## src/rtl/master_req_queue_if.sv

```systemverilog
`default_nettype none
// ============================================================================
// Module   : master_req_queue_if
// Purpose  : Master-side and crossbar-side bus bundle for master_req_queue.
// Revision : 1.0 - initial release
// ============================================================================
interface master_req_queue_if #(
    parameter int ADDR_W = 32,
    parameter int DATA_W = 32
);
    logic              m_req;
    logic [ADDR_W-1:0] m_addr;
    logic [DATA_W-1:0] m_wdata;
    logic              m_cmd;
    logic              m_ack;
    logic [DATA_W-1:0] m_rdata;
    logic              m_rvalid;

    logic              x_req;
    logic [ADDR_W-1:0] x_addr;
    logic [DATA_W-1:0] x_wdata;
    logic              x_cmd;
    logic              x_ack;
    logic [DATA_W-1:0] x_rdata;

    // The queue sits in the slave position: it accepts from the master, replays to the crossbar.
    modport slave (
        input  m_req, m_addr, m_wdata, m_cmd,
        output m_ack, m_rdata, m_rvalid,
        output x_req, x_addr, x_wdata, x_cmd,
        input  x_ack, x_rdata
    );

    modport master (
        output m_req, m_addr, m_wdata, m_cmd,
        input  m_ack, m_rdata, m_rvalid,
        input  x_req, x_addr, x_wdata, x_cmd,
        output x_ack, x_rdata
    );
endinterface
`default_nettype wire

```

## src/rtl/master_req_queue.sv

```systemverilog
`default_nettype none
// ============================================================================
// Module   : master_req_queue
// Purpose  : In-order per-master request buffer replaying to a crossbar port.
//            Optional ack timeout enabled by macro REQ_TIMEOUT_EN.
// Revision : 1.0 - initial release
// ============================================================================
module master_req_queue #(
    parameter int DEPTH          = 4,
    parameter int ADDR_W         = 32,
    parameter int DATA_W         = 32,
    parameter int TIMEOUT_CYCLES = 255
) (
    input  logic                     clk,
    input  logic                     rst_n,
    master_req_queue_if.slave        bus,
    output logic [$clog2(DEPTH):0]   count_o,
    output logic                     err_o
);

    localparam int               PTR_W     = $clog2(DEPTH);
    localparam logic [PTR_W:0]   c_PTR_ONE = {{PTR_W{1'b0}}, 1'b1};

    logic [ADDR_W-1:0] addr_mem_q  [DEPTH];
    logic [DATA_W-1:0] wdata_mem_q [DEPTH];
    logic              cmd_mem_q   [DEPTH];

    logic [PTR_W:0]    wr_ptr_q, wr_ptr_d;
    logic [PTR_W:0]    rd_ptr_q, rd_ptr_d;
    logic [PTR_W:0]    count_q;
    logic [DATA_W-1:0] m_rdata_q;
    logic              m_rvalid_q;

    logic              w_empty;
    logic              w_full;
    logic              w_push;
    logic              w_ack_pop;
    logic              w_to_pop;
    logic              w_pop;
    logic [PTR_W-1:0]  w_wr_idx;
    logic [PTR_W-1:0]  w_rd_idx;

    assign w_wr_idx = wr_ptr_q[PTR_W-1:0];
    assign w_rd_idx = rd_ptr_q[PTR_W-1:0];
    assign w_empty  = (wr_ptr_q == rd_ptr_q);
    assign w_full   = (wr_ptr_q[PTR_W] != rd_ptr_q[PTR_W]) &&
                      (wr_ptr_q[PTR_W-1:0] == rd_ptr_q[PTR_W-1:0]);

    // Full blocks acceptance even when the head pops in the same cycle.
    assign w_push    = bus.m_req & ~w_full;
    assign w_ack_pop = ~w_empty & bus.x_ack;
    assign w_pop     = w_ack_pop | w_to_pop;

    always_comb begin
        wr_ptr_d = wr_ptr_q;
        rd_ptr_d = rd_ptr_q;
        if (w_push) begin
            wr_ptr_d = wr_ptr_q + c_PTR_ONE;
        end
        if (w_pop) begin
            rd_ptr_d = rd_ptr_q + c_PTR_ONE;
        end
    end

    always_ff @(posedge clk) begin
        if (!rst_n) begin
            wr_ptr_q   <= '0;
            rd_ptr_q   <= '0;
            count_q    <= '0;
            m_rdata_q  <= '0;
            m_rvalid_q <= 1'b0;
        end else begin
            wr_ptr_q   <= wr_ptr_d;
            rd_ptr_q   <= rd_ptr_d;
            count_q    <= wr_ptr_d - rd_ptr_d;
            m_rvalid_q <= w_ack_pop & ~bus.x_cmd;
            if (w_ack_pop && !bus.x_cmd) begin
                m_rdata_q <= bus.x_rdata;
            end
        end
    end

    always_ff @(posedge clk) begin
        if (!rst_n) begin
            for (int i = 0; i < DEPTH; i++) begin
                addr_mem_q[i]  <= '0;
                wdata_mem_q[i] <= '0;
                cmd_mem_q[i]   <= 1'b0;
            end
        end else if (w_push) begin
            addr_mem_q[w_wr_idx]  <= bus.m_addr;
            wdata_mem_q[w_wr_idx] <= bus.m_wdata;
            cmd_mem_q[w_wr_idx]   <= bus.m_cmd;
        end
    end

`ifdef REQ_TIMEOUT_EN
    localparam int                WAIT_W      = $clog2(TIMEOUT_CYCLES + 1);
    localparam logic [WAIT_W-1:0] c_WAIT_LAST = WAIT_W'(TIMEOUT_CYCLES - 1);
    localparam logic [WAIT_W-1:0] c_WAIT_ONE  = WAIT_W'(1);

    logic [WAIT_W-1:0] wait_q, wait_d;
    logic              err_q;

    // Fires on the stalled cycle that would bring the wait count to TIMEOUT_CYCLES; a real ack wins.
    assign w_to_pop = ~w_empty & ~bus.x_ack & (wait_q == c_WAIT_LAST);

    always_comb begin
        wait_d = wait_q + c_WAIT_ONE;
        if (w_empty || w_pop) begin
            wait_d = '0;
        end
    end

    always_ff @(posedge clk) begin
        if (!rst_n) begin
            wait_q <= '0;
            err_q  <= 1'b0;
        end else begin
            wait_q <= wait_d;
            err_q  <= w_to_pop;
        end
    end

    assign err_o = err_q;
`else
    logic w_unused_timeout;

    assign w_to_pop         = 1'b0;
    assign err_o            = 1'b0;
    assign w_unused_timeout = (TIMEOUT_CYCLES == 0);
`endif

    assign bus.m_ack    = ~w_full;
    assign bus.m_rdata  = m_rdata_q;
    assign bus.m_rvalid = m_rvalid_q;
    assign bus.x_req    = ~w_empty;
    assign bus.x_addr   = w_empty ? '0 : addr_mem_q[w_rd_idx];
    assign bus.x_wdata  = w_empty ? '0 : wdata_mem_q[w_rd_idx];
    assign bus.x_cmd    = w_empty ? 1'b0 : cmd_mem_q[w_rd_idx];
    assign count_o      = count_q;

endmodule
`default_nettype wire

```

## src/flat_wrapper.sv

```systemverilog
// flat-port wrapper written by rule: the top's interface ports become plain ports
module master_req_queue_flat 
#(
    parameter int DEPTH          = 4,
    parameter int ADDR_W         = 32,
    parameter int DATA_W         = 32,
    parameter int TIMEOUT_CYCLES = 255
)
  (clk, rst_n, count_o, err_o, bus_m_req, bus_m_addr, bus_m_wdata, bus_m_cmd, bus_m_ack, bus_m_rdata, bus_m_rvalid, bus_x_req, bus_x_addr, bus_x_wdata, bus_x_cmd, bus_x_ack, bus_x_rdata);
  master_req_queue_if #(.ADDR_W(ADDR_W), .DATA_W(DATA_W)) bus_i ();
  input  logic clk;
  input  logic rst_n;
  output logic [$clog2(DEPTH):0] count_o;
  output logic err_o;
  input wire logic [$bits(bus_i.m_req)-1:0] bus_m_req;
  input wire logic [$bits(bus_i.m_addr)-1:0] bus_m_addr;
  input wire logic [$bits(bus_i.m_wdata)-1:0] bus_m_wdata;
  input wire logic [$bits(bus_i.m_cmd)-1:0] bus_m_cmd;
  output wire logic [$bits(bus_i.m_ack)-1:0] bus_m_ack;
  output wire logic [$bits(bus_i.m_rdata)-1:0] bus_m_rdata;
  output wire logic [$bits(bus_i.m_rvalid)-1:0] bus_m_rvalid;
  output wire logic [$bits(bus_i.x_req)-1:0] bus_x_req;
  output wire logic [$bits(bus_i.x_addr)-1:0] bus_x_addr;
  output wire logic [$bits(bus_i.x_wdata)-1:0] bus_x_wdata;
  output wire logic [$bits(bus_i.x_cmd)-1:0] bus_x_cmd;
  input wire logic [$bits(bus_i.x_ack)-1:0] bus_x_ack;
  input wire logic [$bits(bus_i.x_rdata)-1:0] bus_x_rdata;
  assign bus_i.m_req = bus_m_req;
  assign bus_i.m_addr = bus_m_addr;
  assign bus_i.m_wdata = bus_m_wdata;
  assign bus_i.m_cmd = bus_m_cmd;
  assign bus_m_ack = bus_i.m_ack;
  assign bus_m_rdata = bus_i.m_rdata;
  assign bus_m_rvalid = bus_i.m_rvalid;
  assign bus_x_req = bus_i.x_req;
  assign bus_x_addr = bus_i.x_addr;
  assign bus_x_wdata = bus_i.x_wdata;
  assign bus_x_cmd = bus_i.x_cmd;
  assign bus_i.x_ack = bus_x_ack;
  assign bus_i.x_rdata = bus_x_rdata;
  master_req_queue #(.DEPTH(DEPTH), .ADDR_W(ADDR_W), .DATA_W(DATA_W), .TIMEOUT_CYCLES(TIMEOUT_CYCLES)) u_core (.clk(clk), .rst_n(rst_n), .bus(bus_i), .count_o(count_o), .err_o(err_o));
endmodule
```

## config.mk

```make
export PLATFORM = sky130hd
export DESIGN_NAME = master_req_queue_flat
export DESIGN_NICKNAME = d
export VERILOG_FILES = /design/src/rtl/master_req_queue_if.sv /design/src/rtl/master_req_queue.sv /design/src/flat_wrapper.sv
export SDC_FILE = /design/constraint.sdc
export NUM_CORES = 1
export LEC_CHECK = 0
export CAP_MARGIN = 20
export CORE_MARGIN = 4
export CORE_UTILIZATION = 45
export CTS_CLUSTER_DIAMETER = 50
export DETAILED_ROUTE_END_ITERATION = 7
export PLACE_DENSITY = 0.69
export SKIP_CTS_REPAIR_TIMING = 1
export SYNTH_ARGS = -nofsm -noshare
export SYNTH_HDL_FRONTEND = slang
export SYNTH_SLANG_ARGS = --single-unit
```

## constraint.sdc

```tcl
create_clock -name clk -period 15.89 [get_ports clk]
set_input_delay 3.178 -clock clk [delete_from_list [all_inputs] [get_ports clk]]
set_output_delay 3.178 -clock clk [all_outputs]
set_load 0.05 [all_outputs]
```

==> Word-level counts from Yosys, hierarchy flattened <==
Memories as Yosys holds them, arrays and structs flattened. A register that Yosys moved wholly into a read port is not among the register bits.
Cells that the tools add are included.
Widths: inputs -> output; s select.
{ "totals": {"output_inout_bits": 104, "word_cells": 47, "ramBits": 260, "input_bits": 101, "ff_bits": 42, "mem_count": 3} }
{ "memory_table": {"columns": ["name", "words", "width", "rd", "rd_clocked_by_memory_dff", "wr", "line", "rtl"], "rows": [
  ["u_core.addr_mem_q", 4, 32, 1, 1, 4, "master_req_queue.sv:24", "logic [ADDR_W-1:0] addr_mem_q [DEPTH];"],
  ["u_core.wdata_mem_q", 4, 32, 1, 1, 4, "master_req_queue.sv:25", "logic [DATA_W-1:0] wdata_mem_q [DEPTH];"],
  ["u_core.cmd_mem_q", 4, 1, 1, 1, 4, "master_req_queue.sv:26", "logic cmd_mem_q [DEPTH];"]
]} }
{ "op_classes": {"n_reduce_logical": 6, "bitwise": 6, "eq_ne": 3, "mux": 21, "add_sub_neg": 3} }
{ "op_table": {"columns": ["operator", "count"], "rows": [
  ["$mux 32", 4],
  ["$reduce_or 32->1", 2],
  ["$mux 2", 6],
  ["$mux 1", 9],
  ["$add 3x1->3 const B", 2],
  ["$mux 3", 2],
  ["$and 1x1->1", 3],
  ["$eq 3x3->1", 1],
  ["$not 1->1", 3],
  ["$sub 3x3->3", 1],
  ["$eq 2x2->1", 1],
  ["$logic_and 1x1->1", 2],
  ["$logic_not 1->1", 1],
  ["$ne 1x1->1", 1],
  ["$reduce_or 1->1", 1]
]} }

==> Depth between registers and ports, before layout <==
Gate-level depths: netlist (run 1).
{ "depth": {"depth_word": 9, "mapped_depth": 10, "mapped_depth_nobuf": 9} }

==> Worst setup path after synthesis (run 1) <==
Ideal clock, no wire load.
{ "synth_timing": {"path_kind": "input-to-reg", "from": "input port bus_m_req", "to": "memory u_core.addr_mem_q[3][0], enable pin", "required_ns": 15.312, "n_path_buf": 0, "setup_time_ns": 0.578, "setup_slack_ns": 7.432, "arrival_time_ns": 7.880, "stages": 2, "path_cell_list": "o31ai_2 -> o21ai_0"} }
{ "synth_rtl": {"columns": ["item", "line", "rtl"], "rows": [
  ["start: declaration", "flat_wrapper.sv:15", "input wire logic [$bits(bus_i.m_req)-1:0] bus_m_req;"],
  ["end: declaration", "master_req_queue.sv:24", null]
]} }

==> Final worst setup path (run 1) <==
{ "layout_timing": {"from": "register u_core.rd_ptr_q[0]", "to": "output port bus_x_addr[21]"} }
{ "layout_between": {"elab_chain_len": 2} }
{ "layout_lines": {"columns": ["item", "line", "rtl"], "rows": [
  ["start: declaration", "master_req_queue.sv:29", "logic [PTR_W:0] rd_ptr_q, rd_ptr_d;"],
  ["start signal: assignment", "master_req_queue.sv:74", "rd_ptr_q <= rd_ptr_d;"],
  ["$eq 3x3->1", "master_req_queue.sv:45", "assign w_empty = (wr_ptr_q == rd_ptr_q);"],
  ["$mux 32", "master_req_queue.sv:138", "assign bus.x_addr = w_empty ? '0 : addr_mem_q[w_rd_idx];"],
  ["end: declaration", "flat_wrapper.sv:23", "output wire logic [$bits(bus_i.x_addr)-1:0] bus_x_addr;"]
]} }
Every way passes these cells.

==> metrics.cfg, run 1 <==
[outcome]
status=completed

[sta]
fin_hold_ws_ns=0.4521
fmax_mhz=147.6
rsz0062_at_grt=false
timing.final.hold_violations=0
finalSetupViolCount=0
worst_slew_pin_slew_ns=1.049
fin_crit_ns=6.775
setup-tns-final_ns=0
relSlewSlack_pct=30.07
min_period_over_period_pct=42.64
drv_slew=0
finalClockSkew_ns=0.008027

[critical_path]
reg2reg_to=u_core.wdata_mem_q[0][25]
worstPathCellList=buf_4 -> mux4_2 -> nor2b_1 -> clkdlybuf4s50_1
crit_buf_inv=2
cp.arrival_ns=3.60
cp.required_ns=12.71
reg2reg_from=u_core.rd_ptr_q[0]
cpMaxStageDelayCell=dfxtp_4
startpoint_type=register
startpoint=u_core.rd_ptr_q[0]
max_stage_delay_ns=0.84
crit_path_end_kind=output port
crit_family=buffers and inverters
cp_max_fo=36
crit_type=reg -> out
r2r_slack_ns=12.29
reg2reg_depth=5

[yosys]
async_flop_share_pct=0
syn_avg_cell_area_um2=14.59
syn-num-nets=1013
synth_area_um2=13250
ys_warn_count=0
synth_ff_type=edfxtp_1
synth-edff-count=257
yosys.cell_types.count=37
synthCells=908
ys_seq_area_share_pct=65.05
ys_ff_latch=302

[layout]
postLayoutCoreUtil_pct=57.83
layout.cells.non_filler=1504
final_common_cell=and2_1
regArea_um2=8626
fillers=2325
multiInputGateArea_um2=4374
final_cell_mix=and2_1 (261), edfxtp_1 (257), clkdlybuf4s50_1 (203)
nNetsFinal=1201
area_growth_pct=25.96
drive_above_1_share_pct=12.51

[global_routing]
grt_pass1_vias=8059
grt_overflow_total=0
grt_pass1_wl_mm=45.55
antenna_found_initial=1
globalRouteTotalUtil_pct=17.67
grt_max_degree=70

[min_path]
hold_start=u_core.bus.m_rdata[22]
min_path_cells=2
min_to=u_core.bus.m_rdata[22]
hold_path_class=reg -> reg

[clock_network]
numCtsBuffers=35
cts_root_buf=clkbuf_16
clock_sinks=302
clk_path_buf_depth=3
clock_latency_ns=0.50
path_clk_slew_ns=0.05
cts_tree=yes
ctsHtreeMaxLevel=2

[detailed_routing]
postRouteAntennaNets=0
drt_first_iter_violations=568
drc_errors=0
drt-total-wl_mm=28.76
routedWlPerCell_um=19.12
avgViaCountPerCell=5.041
via_count=7582
dr.pass1.iters=4

[die]
die_y_um=179.6
die_x_um=179.6
core-area_um2=28860
boundaryPins=205
rows=62
initial_utilization_pct=45.91
dieArea_um2=32250

[place]
dpl.hpwl_mm=16.21
gp_congestion=0.7703
io_buffers=203
place_inst=1442

[pwr]
ir_drop_uv=66.31
leakage_uw=0.005928
p_per_area_nw_per_um2=143.1

[run]
max-cap-violations=0

==> synthesized netlist by cell type (all sizes together), types with 2 or more instances <==
cell	n	area (um^2)
edfxtp	257	7717
nor2b	65	406.6
buf	23	138.9
nor2	7	26.28
inv	3	11.26
mux4	65	1464
o21ai	5	25.02
xor2	4	50.05
o311a	2	20.02
ha	3	37.54
nand2	74	277.8
and3b	2	17.52
dfxtp	45	900.9
clkbuf	40	158.9
nand2b	4	25.02
xnor2	2	17.52
and2	261	1633
a21oi	32	160.2
==> registers in the layout (all words and copies together) (netlist names) <==
signal,flops
u_core.bus.m_rdata,32
u_core.rd_ptr_q,3
u_core.count_o,3
u_core.wr_ptr_q,3
u_core.bus.m_rvalid,1
u_core.cmd_mem_q,4
u_core.addr_mem_q,128
u_core.wdata_mem_q,128
==> metal layers <==
layer | routed length, um | part of all wire (%) | vias up | global-route usage [%]
met1 | 12370 | 43 | 3786 | 23.47
li1 | - | - | 3599 | -
met2 | 14810 | 51 | 163 | 30.84
met4 | 461 | 1.6 | 0 | 3.932
met3 | 1122 | 3.9 | 34 | 2.971
met5 | 0 | 0 | - | 0
==> power breakdown <==
| part | leakage [uW] | switching, uW | internal [uW] | total, uW |
|---|---|---|---|---|
| Clock | 0.000514 | 300 | 440 | 740 |
| Sequential | 0.00304 | 35.8 | 927 | 962 |
| Combinational | 0.00238 | 423 | 263 | 685 |
| Total | 0.00593 | 758 | 1630 | 2390 |
==> through the flow <==
step,area [um^2],total power (uW),setup slack (ns)
after floorplan,13250,1447,7.432
after global placement,15600,1668,9.313
after detailed placement,15600,1674,9.276
after CTS,16670,2417,9.018
after global routing,16690,2489,8.853
final,16690,2388,9.115
==> final cells by class <==
cell class	instances	area share [%]
Antenna cell	1	0.01499
Clock buffer	42	5.661
Timing Repair Buffer	214	12.72
Multi-Input combinational cell	540	26.21
Tap cell	384	2.879
Clock inverter	18	0.7647
Inverter	3	0.06748
Sequential cell	302	51.69
==> tightest hold or removal path, cell delays in order, from the launching register on <==
cell     delay (ns)
dfxtp_1        0.30
nand2_1        0.05
a21oi_1        0.05
==> cells by family (layout without fill, tap and decap cells) <==
group / Yosys count / count (layout) / synth area share (%)
compound gates: 42 / 42 / 1.823
xor+xnor: 7 / 7 / 0.6800
mux: 67 / 67 / 11.21
other cells: 1 / 2 / 0.02830
simple gates: 419 / 419 / 18.44
fa+ha+maj: 4 / 4 / 0.4344
flops: 302 / 302 / 65.05
buf+inv: 66 / 277 / 2.333
==> how the worst max path moves through the flow <==
stage	end	slack, ns	cells past startpoint
final	bus_x_addr[21]	9.11	4
after global placement	u_core.addr_mem_q[1][3]	9.31	5
after CTS	bus_x_addr[21]	9.02	4
after floorplan	u_core.addr_mem_q[3][0]	7.43	2
after detailed placement	u_core.addr_mem_q[1][3]	9.28	5
after global routing	bus_x_addr[25]	8.85	4
Note: power is estimated with default switching activity, not from simulation.
==> inputs of run 2 (changes only) <==
- clock period: 15.89 -> 6.3 ns (I/O delays scaled with it)
==> metrics.cfg, run 2 (same netlist as run 1, synthesis figures left out) <==
[pwr]
clkPwrFrac_pct=30.3
ir_drop_uv=261.4
p_per_area_nw_per_um2=359.6
leakage_uw=0.005932
p_switching_uw=1941
p_seq_share_pct=40.0
internal-power_uw=4050
p_sw_share_pct=32.40
combPwrFrac_pct=29.7

[layout]
layout.cells.non_filler=1506
final_common_cell=and2_1
drive_above_1_share_pct=12.67
area_growth_pct=25.74
design_area_um2=16660
nNetsFinal=1202
final_cell_mix=and2_1 (261), edfxtp_1 (257), clkdlybuf4s50_1 (203)

[clock_network]
numCtsBuffers=34
path_clk_slew_ns=0.06
clock_latency_ns=0.52
ctsHtreeMaxLevel=2
cts_root_buf=clkbuf_16
clock_sinks=302
clk_path_buf_depth=3
cts_tree=yes

[detailed_routing]
dr.pass1.iters=5
via_count=7497
postRouteAntennaNets=0
avgViaCountPerCell=4.978
drt-total-wl_mm=29.23
routedWlPerCell_um=19.41
drc_errors=0
drt_first_iter_violations=583

[critical_path]
crit_buf_inv=2
r2r_slack_ns=2.90
worstPathCellList=xor2_2 -> nor3_4 -> buf_4 -> nor2b_1 -> clkdlybuf4s50_1
reg2reg_depth=10
startpoint=u_core.rd_ptr_q[1]
worst-path-stages=5
cp.arrival_ns=3.19
startpoint_type=register
reg2reg_from=u_core.rd_ptr_q[1]
cpMaxStageDelayCell=clkdlybuf4s50_1
crit_type=reg -> out
cp_max_fo=41
max_stage_delay_ns=0.86
cp.required_ns=5.04
crit_family=buffers and inverters
crit_path_end_kind=output port

[place]
dpl.hpwl_mm=16.47
place_inst=1444
io_buffers=203
gp_congestion=0.7753
place_area_um2=15610

[sta]
timing.final.hold_violations=0
drv_slew=0
setup-tns-final_ns=0
relSlewSlack_pct=28.51
worst_slew_pin_slew_ns=1.072
rsz0062_at_grt=false
fin_crit_ns=4.451
min_period_over_period_pct=70.65
finalSetupViolCount=0
fmax_mhz=224.7
finalClockSkew_ns=0.01889

[die]
die_y_um=179.6
initial_utilization_pct=45.91
core-area_um2=28860
boundaryPins=205
dieArea_um2=32250
die_x_um=179.6
rows=62

[outcome]
status=completed

[global_routing]
globalRouteTotalUtil_pct=17.80
antenna_found_initial=1
grt_max_degree=67
grt_overflow_total=0
grt_pass1_wl_mm=45.34
grt_pass1_vias=7949

[min_path]
min_path_cells=2
hold_start=u_core.bus.m_rdata[2]
hold_path_class=reg -> reg

[run]
max-cap-violations=0

[run 2: changes by cell type in the layout (fill, tap and decap cells not counted), sizes merged]
cell	before	now
clkinvlp	3	0
inv	4	5
clkinv	13	15
buf	11	13
[run 2: final cells by class]
| cell class | count | area, um^2 |
|---|---|---|
| clock buffers | 42 | 880.8 |
| diodes | 1 | 2.502 |
| flip-flops and latches | 302 | 8626 |
| repair buffers | 216 | 2150 |
| well taps | 384 | 480.5 |
| inverters | 3 | 11.26 |
| clock inverters | 18 | 135.1 |
| multi-input cells | 540 | 4374 |
| fillers | 2314 | 12200 |
[run 2: final timing paths]
path	to
worst min-delay path	u_core.bus.m_rdata[2]
worst max-delay path	bus_x_addr[26]
worst min register to register	u_core.bus.m_rdata[2]
worst max register to register	u_core.count_o[2]
[run 2: per-layer routing]
metal	vias up	global-route usage [%]	part of all wire (%)
li1	3601	-	-
met5	-	0	0
met1	3714	22.13	41
met2	151	32.43	53
met3	31	3.173	4.4
met4	0	4.297	1.4
[run 2: metrics by stage]
step	worst slack, ns	hold WS (ns)	total power [uW]	utilization [%]
6_report	1.849	0.4524	5992	57.73
5_1_grt	1.687	0.4668	6234	57.73
4_1_cts	1.761	0.4535	6051	57.63
3_5_place_dp	1.921	0.4455	4240	54.11
3_3_place_gp	1.935	0.4412	4223	54.11
2_1_floorplan	1.520	0.4418	3649	-
[run 2: worst register-to-register path, stage by stage (launching register included)]
cell and delay (ns):
dfxtp_4 0.70, xor2_2 0.27, nor3_4 0.25, buf_4 0.49, nand2b_1 0.25, xnor2_1 0.19
ha_1 0.20, inv_1 0.05, fa_1 0.39, xnor3_1 0.36, and2_1 0.16
[run 2: power groups by stage]
stage | Clock (uW) | Sequential [uW] | Combinational, uW
after floorplan | 0 | 2550 | 1100
after global placement | 0 | 2430 | 1790
after detailed placement | 0 | 2440 | 1800
after CTS | 1850 | 2400 | 1800
after global routing | 1940 | 2410 | 1880
final | 1810 | 2400 | 1780
